===== src/rtl/time_tmr_vote_end.sv =====
// Reassembles temporally replicated elements into groups and emits one bitwise-majority
// element per group, with a registered fault pulse on mismatches or broken groups.
//
// state | meaning
// EMPTY | no replica of the current group buffered
// ONE   | e0 holds the first replica of a group
// TWO   | e1/e0 hold the first two replicas of a group
module time_tmr_vote_end #(
    parameter type         DataType = logic,
    parameter int unsigned IDSize   = 1
) (
    input  logic              clk_i,
    input  logic              rst_i,
    input  logic              enable_i,
    input  DataType           data_i,
    input  logic [IDSize-1:0] id_i,
    input  logic              valid_i,
    output logic              ready_o,
    output DataType           data_o,
    output logic [IDSize-1:0] id_o,
    output logic              valid_o,
    input  logic              ready_i,
    output logic              fault_o
);

    localparam int unsigned W = $bits(DataType);
    typedef logic [W-1:0] word_t;

    typedef enum logic [1:0] {
        EMPTY = 2'd0,
        ONE   = 2'd1,
        TWO   = 2'd2
    } state_t;

    state_t            state, state_nxt;
    word_t             e0_data, e0_data_nxt;
    word_t             e1_data, e1_data_nxt;
    logic [IDSize-1:0] e0_id, e0_id_nxt;
    logic [IDSize-1:0] e1_id, e1_id_nxt;
    word_t             out_data, out_data_nxt;
    logic [IDSize-1:0] out_id, out_id_nxt;
    logic              out_valid, out_valid_nxt;
    logic              fault, fault_nxt;

    word_t in_data;
    word_t vote;
    logic  accept;
    logic  id_match;
    logic  disagree;

    assign in_data  = word_t'(data_i);
    assign ready_o  = !out_valid || ready_i;
    assign accept   = valid_i && ready_o;
    assign id_match = (id_i == e0_id);
    assign vote     = (e1_data & e0_data) | (e1_data & in_data) | (e0_data & in_data);
    assign disagree = (e1_data != e0_data) || (e0_data != in_data) || (e1_data != in_data);

    assign data_o  = DataType'(out_data);
    assign id_o    = out_id;
    assign valid_o = out_valid;
    assign fault_o = fault;

    always_comb begin
        state_nxt     = state;
        e0_data_nxt   = e0_data;
        e0_id_nxt     = e0_id;
        e1_data_nxt   = e1_data;
        e1_id_nxt     = e1_id;
        out_data_nxt  = out_data;
        out_id_nxt    = out_id;
        out_valid_nxt = out_valid && !ready_i;
        fault_nxt     = 1'b0;

        if (accept) begin
            if (!enable_i) begin
                // Unprotected mode: partial groups are abandoned without a fault.
                out_valid_nxt = 1'b1;
                out_data_nxt  = in_data;
                out_id_nxt    = id_i;
                state_nxt     = EMPTY;
            end else begin
                unique case (state)
                    EMPTY: begin
                        e0_data_nxt = in_data;
                        e0_id_nxt   = id_i;
                        state_nxt   = ONE;
                    end
                    ONE: begin
                        e0_data_nxt = in_data;
                        e0_id_nxt   = id_i;
                        if (id_match) begin
                            e1_data_nxt = e0_data;
                            e1_id_nxt   = e0_id;
                            state_nxt   = TWO;
                        end else begin
                            fault_nxt = 1'b1;
                        end
                    end
                    TWO: begin
                        if (id_match) begin
                            out_valid_nxt = 1'b1;
                            out_data_nxt  = vote;
                            out_id_nxt    = id_i;
                            fault_nxt     = disagree;
                            state_nxt     = EMPTY;
                        end else begin
                            // Broken group: salvage it only if both held replicas agree.
                            fault_nxt = 1'b1;
                            if (e0_data == e1_data) begin
                                out_valid_nxt = 1'b1;
                                out_data_nxt  = e0_data;
                                out_id_nxt    = e0_id;
                            end
                            e0_data_nxt = in_data;
                            e0_id_nxt   = id_i;
                            state_nxt   = ONE;
                        end
                    end
                    default: begin
                        state_nxt = EMPTY;
                    end
                endcase
            end
        end
    end

    always_ff @(posedge clk_i) begin
        if (rst_i) begin
            state     <= EMPTY;
            e0_data   <= '0;
            e0_id     <= '0;
            e1_data   <= '0;
            e1_id     <= '0;
            out_data  <= '0;
            out_id    <= '0;
            out_valid <= 1'b0;
            fault     <= 1'b0;
        end else begin
            state     <= state_nxt;
            e0_data   <= e0_data_nxt;
            e0_id     <= e0_id_nxt;
            e1_data   <= e1_data_nxt;
            e1_id     <= e1_id_nxt;
            out_data  <= out_data_nxt;
            out_id    <= out_id_nxt;
            out_valid <= out_valid_nxt;
            fault     <= fault_nxt;
        end
    end

endmodule


===== config.mk =====
export PLATFORM = sky130hd
export DESIGN_NAME = time_tmr_vote_end
export DESIGN_NICKNAME = d
export VERILOG_FILES = /design/src/rtl/time_tmr_vote_end.sv
export SDC_FILE = /design/constraint.sdc
export NUM_CORES = 1
export LEC_CHECK = 0
export CAP_MARGIN = 5
export CELL_PAD_IN_SITES_DETAIL_PLACEMENT = 0
export CELL_PAD_IN_SITES_GLOBAL_PLACEMENT = 2
export CORE_MARGIN = 10
export CORE_UTILIZATION = 31
export CTS_CLUSTER_DIAMETER = 100
export DETAILED_ROUTE_END_ITERATION = 8
export DONT_BUFFER_PORTS = 1
export PLACE_DENSITY_LB_ADDON = 0.1
export SETUP_SLACK_MARGIN = 0.15
export SLEW_MARGIN = 0
export SYNTH_ARGS = -nofsm -noshare
export SYNTH_HDL_FRONTEND = slang
export SYNTH_SLANG_ARGS = --single-unit

===== constraint.sdc =====
create_clock -name clk_i -period 1.59 [get_ports clk_i]
set_clock_uncertainty 0.05 [all_clocks]
set_input_delay 0.0795 -clock clk_i [delete_from_list [all_inputs] [get_ports clk_i]]
set_output_delay 0.0795 -clock clk_i [all_outputs]
set_load 0.05 [all_outputs]

==> results.cfg, run 1 <==
[run_status]
outcome = complete, but fails checks
violations = hold timing

[route]
drt_iter0_drc = 5
viasPerCell = 4.92
route.detailed.wl_per_inst_um = 14.6
ant_nets = 0
wl_mm = 1.55
dr.pass1.iters = 4
drc = 0
via_count = 521

[critical_path]
worstPathRequired_ns = 1.74
worstRegToRegCells = 6
cpPeakStageDelay_ns = 0.50
cp.arrival_ns = 1.61
crit_buf_inv = 1
cp.depth = 6
crit_family = simple AND/OR/NAND/NOR gates
worstPathCellList = inv_2 -> ha_4 -> nand2_4 -> o211ai_1 -> or4_1 -> a21oi_2
start_kind = flop
cp_slowest_cell = or4_1
cp-end-kind = flop
critPathMaxFanout = 3
path_class = flop to flop

[synth]
synth_edf_count = 0
synth_largest_area_cell = dfxtp_1
avgSynthCellArea_um2 = 9.35
async_flop_share_pct = 0
synth-seq-cells = 9
synthCells = 61
synth_area_um2 = 571
ys.flop_type = dfxtp_1
synth_top_cells_by_count = dfxtp_1 (9), ha_1 (7), a21oi_1 (6), inv_1 (4), mux2i_1 (4)
synth_cell_types = 28
yosys_warnings = 0
synth.most_common_cell = dfxtp_1
synth_area_leaders = dfxtp_1 (32%), ha_1 (15%), mux2i_1 (7.0%), a21oi_1 (5.3%), a211oi_1 (3.9%)
synth.net_count = 75
yosysTopAreaCellShare_pct = 31.6
yosysSeqAreaShare_pct = 31.6

[global_route]
grt_max_degree = 12
grt_use_met2_pct = 12.3
busiest_layer = met2
globalRouteOverflowTotal = 0
grt.met3_usage_pct = 3.58
grt_pass1_vias = 516
grt_pass1_wl_mm = 2.42
antenna_found_initial = 0
grtUsageMet1_pct = 8.49
gr-usage-all-layers_pct = 7.92

[timing]
maxSlewViolCount = 0
setup_ws_ns = 0.132
finalSetupViolations = 0
fin_hold_ws_ns = -0.189
clock.fmax_mhz = 686
hold_viol_final = 8
relSlewSlack_pct = 67.7
rsz0062_at_grt = true
period_share_pct = 91.7
worst_pin_slew_ns = 0.484
finalSetupTns_ns = 0
period_needed_ns = 1.46

[place]
place_hpwl_mm = 1.04
gp_congestion = 0.710
numPortBuffers = 0
pre_cts_ws_ns = 0.0113

[cts]
clockBufferDepth = 2
numCtsBuffers = 3
cts.reportedPaths.clkPinSlew_ns = 0.06
cts_max_level = 1
clock_sinks = 9
clock_latency_ns = 0.26
ctsHoldBuffers = 5
ctsRootBufferMaster = clkbuf_4
cts_tree = yes

[pwr]
ir_drop_uv = 418
power_density_nw_per_um2 = 687
p_leak_nw = 0.340

[final_layout]
insertedDiodeCount = 0
syn_to_final_growth_pct = 56.4
drive_gt1_share_pct = 44.4
nets = 96
fill_cells = 168

[floorplan]
die_width_um = 62.9
rows = 15
chipHeight_um = 62.9
initial_core_util_pct = 32.7
ioPinCount = 12
dieArea_um2 = 3960
coreArea_um2 = 1750

[worst_hold_path]
hold_path_class = input port to flop
min_path_cells = 1

[flow_run]
cap_violations = 0
placed cells by master (no fill, tap or decap), drive strengths merged:
cell / netlist / layout
nand2b: 3 / 3
xor2: 1 / 1
a21oi: 6 / 6
nor3: 1 / 1
a31oi: 1 / 1
nor2b: 1 / 1
dlygate4sd3: 0 / 5
mux2i: 4 / 4
inv: 4 / 4
o211ai: 1 / 1
dfxtp: 9 / 9
nor2: 3 / 3
or4b: 1 / 1
a311oi: 1 / 1
or2b: 1 / 1
o21ai: 1 / 1
a211oi: 3 / 3
nand2: 2 / 2
clkbuf: 1 / 4
nor4: 1 / 1
o31ai: 1 / 1
nor4b: 1 / 1
nand3: 2 / 2
or4: 1 / 1
ha: 7 / 7
buf: 0 / 12
o211a: 1 / 1
a2bb2oi: 1 / 1
and2: 1 / 1
xnor2: 1 / 1
final cells by class:
class                   instances  area (µm²)  share of cell area [%]
clock buffers                   4        26.3                    2.95
inverters                       4        20.0                    2.24
multi-input cells              47         482                    54.0
flip-flops and latches          9         193                    21.6
well taps                      25        31.3                    3.51
repair buffers                 17         140                    15.7
flip-flops by register name (all words and copies together), names as in the netlist:
register,count
e0_data,1
e0_id,1
data_o,1
e1_data,1
fault_o,1
state,2
valid_o,1
id_o,1
per-layer routing:
metal | share of wire, % | wire (µm) | vias to the layer above
li1 | - | - | 267
met1 | 44 | 679 | 242
met2 | 49 | 757 | 10
met3 | 6.3 | 97 | 2
met4 | 1.1 | 17 | 0
met5 | 0 | 0 | -
final timing paths:
| kind | startpoint | endpoint | slack, ns |
|---|---|---|---|
| hold / removal | rst_i | state[0] | -0.19 |
| setup reg to reg | state[1] | state[0] | 0.13 |
| hold reg to reg | data_o | data_o | 0.47 |
| setup / recovery | state[1] | state[0] | 0.13 |
metrics by stage:
step           std cells  hold slack, ns  utilization [%]  power, mW  cell area, µm²
3_3_place_gp          91          0.0942             38.1      0.378             666
5_1_grt              106          -0.198             51.1      0.644             892
2_1_floorplan         61           0.132                -      0.349             593
4_1_cts              105          -0.191             47.2      0.598             823
6_report             106          -0.189             51.1      0.612             892
3_5_place_dp          91          0.0960             38.1      0.376             666
repair_timing:
action | in CTS | in global routing
pin swaps | 5 | 3
hold endpoints to repair | 9 | 8
setup endpoints to repair | 6 | 6
setup buffers | 5 | 1
resized for setup | 11 | 11
cells by family (layout without fill, tap and decap cells):
logic type | count (synthesis) | in the layout | share of synthesized area [%]
muxes | 4 | 4 | 7.02
AOI/OAI and AO/OA | 16 | 16 | 18.6
DFF | 9 | 9 | 31.6
and+or+nand+nor | 18 | 18 | 18.4
buffers and inverters | 5 | 25 | 3.29
adders and majority gates | 7 | 7 | 15.4
xor gates and xnor gates | 2 | 2 | 5.70
report_power, final:
| part | internal, mW | total (mW) | switching, mW |
|---|---|---|---|
| Combinational | 0.0865 | 0.175 | 0.0886 |
| Sequential | 0.236 | 0.250 | 0.0138 |
| Clock | 0.0971 | 0.187 | 0.0901 |
(Power assumes the default switching activity.)
==> inputs of run 2 (changes only) <==
--- a/config.mk
+++ b/config.mk
@@ -14,6 +14,7 @@
 export DETAILED_ROUTE_END_ITERATION = 8
 export DONT_BUFFER_PORTS = 1
 export PLACE_DENSITY_LB_ADDON = 0.1
+export RECOVER_POWER = 100
 export SETUP_SLACK_MARGIN = 0.15
 export SLEW_MARGIN = 0
 export SYNTH_ARGS = -nofsm -noshare
==> run 2 against run 1 <==
Compared with the run above: the flow still finishes with violations (hold timing); non-clock buffer count stayed put; global-route usage stayed put; total power is 2.0% lower; clock power hardly changed; critical path type unchanged.
==> results.cfg, run 2 (synthesis gave the netlist of run 1 again) <==
[route]
drt_iter0_drc = 5
drc = 0
dr.pass1.iters = 4
ant_nets = 0
wl_mm = 1.56
viasPerCell = 4.94
route.detailed.wl_per_inst_um = 14.7
via_count = 524

[critical_path]
cp_slowest_cell = or4b_4
path_class = flop to flop
critPathMaxFanout = 6
worstPathCellList = nor2b_1 -> inv_6 -> nand3_2 -> or4b_4 -> a21oi_2
start_kind = flop
r2r_start = valid_o
cp-end-kind = flop
rr_endpoint = fault_o
cp.arrival_ns = 1.60
cpPeakStageDelay_ns = 0.52
worstRegToRegCells = 5
crit_buf_inv = 1
cp.depth = 5
worstSetupStartpoint = valid_o
crit_family = simple AND/OR/NAND/NOR gates
r2r_setup_slack_ns = 0.14
worstPathRequired_ns = 1.74

[floorplan]
initial_core_util_pct = 32.7
die_width_um = 62.9
rows = 15
dieArea_um2 = 3960
chipHeight_um = 62.9
coreArea_um2 = 1750
ioPinCount = 12

[global_route]
grt_max_degree = 12
grt_pass1_vias = 516
globalRouteOverflowTotal = 0
antenna_found_initial = 0
gr-usage-all-layers_pct = 7.92
grt_pass1_wl_mm = 2.42

[cts]
clockBufferDepth = 2
cts_max_level = 1
clock_sinks = 9
clock_latency_ns = 0.27
numCtsBuffers = 3
ctsHoldBuffers = 5
cts_tree = yes
cts.reportedPaths.clkPinSlew_ns = 0.07
ctsRootBufferMaster = clkbuf_4

[final_layout]
drive_gt1_share_pct = 37.0
fin_area_um2 = 856
layout_common_cells = buf_4 (9), a21oi_1 (5), ha_1 (5), dfxtp_1 (5), dlygate4sd3_1 (5)
layout_commonest_cell = buf_4
instances_no_fill = 106
fin_util_pct = 49.0
insertedDiodeCount = 0
largest_reg_flops = 2
nets = 96
fill_cells = 178
largest_register = state
syn_to_final_growth_pct = 50.0

[timing]
rsz0062_at_grt = true
period_share_pct = 91.3
finalSetupTns_ns = 0
worst_pin_slew_ns = 0.603
maxSlewViolCount = 0
finalSetupViolations = 0
hold_viol_final = 8
setup_ws_ns = 0.139
period_needed_ns = 1.45
fin_hold_ws_ns = -0.184
clock.fmax_mhz = 689
relSlewSlack_pct = 60.0

[place]
dp.cells = 91
gp_congestion = 0.710
place_hpwl_mm = 1.04
numPortBuffers = 0
place_area_um2 = 666
pre_cts_ws_ns = 0.0113

[worst_hold_path]
min-delay-start = rst_i
hold_path_class = input port to flop
min_path_cells = 1
hold_end = valid_o

[pwr]
power_density_nw_per_um2 = 701
p_total_uw = 600
p_leak_nw = 0.324
ir_drop_uv = 414

[run_status]
outcome = complete, but fails checks
violations = hold timing

[flow_run]
cap_violations = 0
==> run 2: worst max path at each step <==
stage | slack [ns] | endpoint
2_1_floorplan | 0.12 | state[0]
3_3_place_gp | -0.004 | state[0]
3_5_place_dp | 0.01 | state[0]
4_1_cts | 0.08 | state[0]
5_1_grt | 0.04 | state[0]
6_report | 0.14 | fault_o
==> run 2: repair_timing <==
item	4_1_cts	5_1_grt
pin swaps	5	3
setup buffers	5	1
endpoints found under the hold margin	9	8
resized for setup	11	11
setup endpoints to repair	6	6
==> run 2: per-layer routing <==
layer / GRT usage (%) / wire, µm
met1: 8.49 / 679
met2: 12.3 / 762
met3: 3.58 / 97
met4: 5.03 / 17
met5: 0 / 0
==> run 2: power by group <==
group / leakage [nW] / internal (mW) / switching [mW] / total (mW)
sequential: 0.0761 / 0.236 / 0.0136 / 0.250
combinational: 0.233 / 0.0780 / 0.0842 / 0.162
clock: 0.0150 / 0.0971 / 0.0909 / 0.188
total: 0.324 / 0.411 / 0.189 / 0.600
==> run 2: cell type report <==
| cell class | count | area (µm²) | share of cell area (%) |
|---|---|---|---|
| multi-input combinational | 47 | 457 | 53.4 |
| sequential | 9 | 193 | 22.5 |
| timing repair buffer | 17 | 129 | 15.1 |
| tap | 25 | 31.3 | 3.65 |
| clock buffer | 4 | 26.3 | 3.07 |
| inverter | 4 | 20.0 | 2.34 |
==> inputs of run 3 (changes only) <==
--- a/config.mk
+++ b/config.mk
@@ -13,7 +13,7 @@
 export CTS_CLUSTER_DIAMETER = 100
 export DETAILED_ROUTE_END_ITERATION = 8
 export DONT_BUFFER_PORTS = 1
-export PLACE_DENSITY_LB_ADDON = 0.1
+export PLACE_DENSITY = 0.69
 export RECOVER_POWER = 100
 export SETUP_SLACK_MARGIN = 0.15
 export SLEW_MARGIN = 0
==> run 3 against run 2 <==
Compared with the run above: highest routed layer unchanged; final cell count rose by 0.94%; the flow still finishes with violations (hold timing); critical path type unchanged; fmax is 8.4% lower; die area is the same.
==> results.cfg, run 3 (synthesis gave the netlist of run 1 again) <==
[run_status]
outcome = complete, but fails checks
violations = hold timing

[pwr]
p_seq_share_pct = 40.6
clkPwrFrac_pct = 31.2
p_sw_uw = 198
p_sw_share_pct = 32.2
power_density_nw_per_um2 = 706
combPwrFrac_pct = 28.2
internal_power_uw = 418
ir_drop_uv = 386
p_leak_nw = 0.339

[global_route]
grt_pass1_wl_mm = 2.53
globalRouteOverflowTotal = 0
antenna_found_initial = 0
gr-usage-all-layers_pct = 8.06
grt_max_degree = 12
grt_pass1_vias = 544

[route]
dr.pass1.iters = 4
viasPerCell = 5.22
drt_iter0_drc = 7
via_count = 559
drc = 0
wl_mm = 1.63
route.detailed.wl_per_inst_um = 15.3
ant_nets = 0

[place]
place_area_um2 = 666
dp.cells = 91
numPortBuffers = 0
pre_cts_ws_ns = 0.0122
gp_congestion = 0.814
place_hpwl_mm = 1.04

[timing]
rsz0062_at_grt = true
finalSetupViolations = 0
period_needed_ns = 1.58
clock.fmax_mhz = 631
hold_viol_final = 8
setup_ws_ns = 0.00562
maxSlewViolCount = 0
finalSetupTns_ns = 0
period_share_pct = 99.6
relSlewSlack_pct = 60.1
fin_hold_ws_ns = -0.185
worst_pin_slew_ns = 0.601

[floorplan]
dieArea_um2 = 3960
coreArea_um2 = 1750
die_width_um = 62.9
ioPinCount = 12
rows = 15
chipHeight_um = 62.9
initial_core_util_pct = 32.7

[critical_path]
cp-end-kind = flop
cpPeakStageDelay_ns = 0.54
start_kind = flop
cp.arrival_ns = 1.72
critPathMaxFanout = 3
path_class = flop to flop
worstPathCellList = inv_4 -> ha_4 -> nand2_4 -> o211ai_1 -> or4_1 -> a21oi_1
cp_slowest_cell = or4_1
worstPathRequired_ns = 1.73

[final_layout]
layout_common_cells = buf_4 (10), a21oi_1 (5), dfxtp_1 (5), dlygate4sd3_1 (5)
drive_gt1_share_pct = 43.9
fin_area_um2 = 872
nets = 97
instances_no_fill = 107
syn_to_final_growth_pct = 52.9
largest_reg_flops = 2
insertedDiodeCount = 0
fill_cells = 170
largest_register = state
layout_commonest_cell = buf_4

[cts]
cts_tree = yes
cts_max_level = 1
clock_latency_ns = 0.27
clock_sinks = 9
ctsRootBufferMaster = clkbuf_4
ctsHoldBuffers = 5
clockBufferDepth = 2
cts.reportedPaths.clkPinSlew_ns = 0.07
numCtsBuffers = 3

[worst_hold_path]
hold_path_class = input port to flop

[flow_run]
cap_violations = 0
## run 3: per-layer routing
layer	track usage [%]	up-vias	wire (µm)
met3	3.41	5	61
met4	5.59	0	38
li1	-	268	-
met2	11.8	11	806
met1	9.18	275	726
met5	0	-	0
## run 3: power by group through the flow
stage | Clock (mW) | Combinational (mW) | Sequential (mW)
floorplan | 0 | 0.0761 | 0.273
global placement | 0 | 0.124 | 0.254
detailed placement | 0 | 0.122 | 0.254
CTS | 0.195 | 0.136 | 0.249
global route | 0.216 | 0.189 | 0.252
finish | 0.192 | 0.174 | 0.250
## run 3: final timing paths
check                 from       end  slack [ns]  cells after the start
setup / recovery  state[1]  state[0]       0.006                      6
hold / removal       rst_i      id_o       -0.19                      1
hold reg to reg   state[0]  state[0]        0.48                      2
setup reg to reg  state[1]  state[0]       0.006                      6
## run 3: timing repair
| action | in CTS | in global routing |
|---|---|---|
| pin swaps | 0 | 9 |
| cloned | 0 | 0 |
| setup endpoints to repair | 7 | 7 |
| resized for setup | 6 | 16 |
| setup buffers | 0 | 7 |
| endpoints found under the hold margin | 9 | 8 |
## run 3: per-stage QoR
step | total power, mW | util, %
detailed placement | 0.375 | 38.1
finish | 0.615 | 50.0
floorplan | 0.349 | -
CTS | 0.579 | 43.6
global route | 0.657 | 50.0
global placement | 0.378 | 38.1
## run 3: cell type report
| cell class | count | area [µm²] | share of cell area (%) |
|---|---|---|---|
| flip-flops and latches | 9 | 190 | 21.8 |
| well taps | 25 | 31.3 | 3.59 |
| multi-input cells | 47 | 465 | 53.4 |
| inverters | 4 | 22.5 | 2.58 |
| repair buffers | 18 | 136 | 15.6 |
| clock buffers | 4 | 26.3 | 3.01 |
## run 3: critical path, delay by kind of cell, from the launching register on
family / cells / cell delay, ns
flip-flops: 1 / 0.37
AO/OA/AOI/OAI: 2 / 0.28
buffers and inverters: 1 / 0.04
AND/OR/NAND/NOR: 2 / 0.60
adder cells (fa/ha/maj): 1 / 0.16
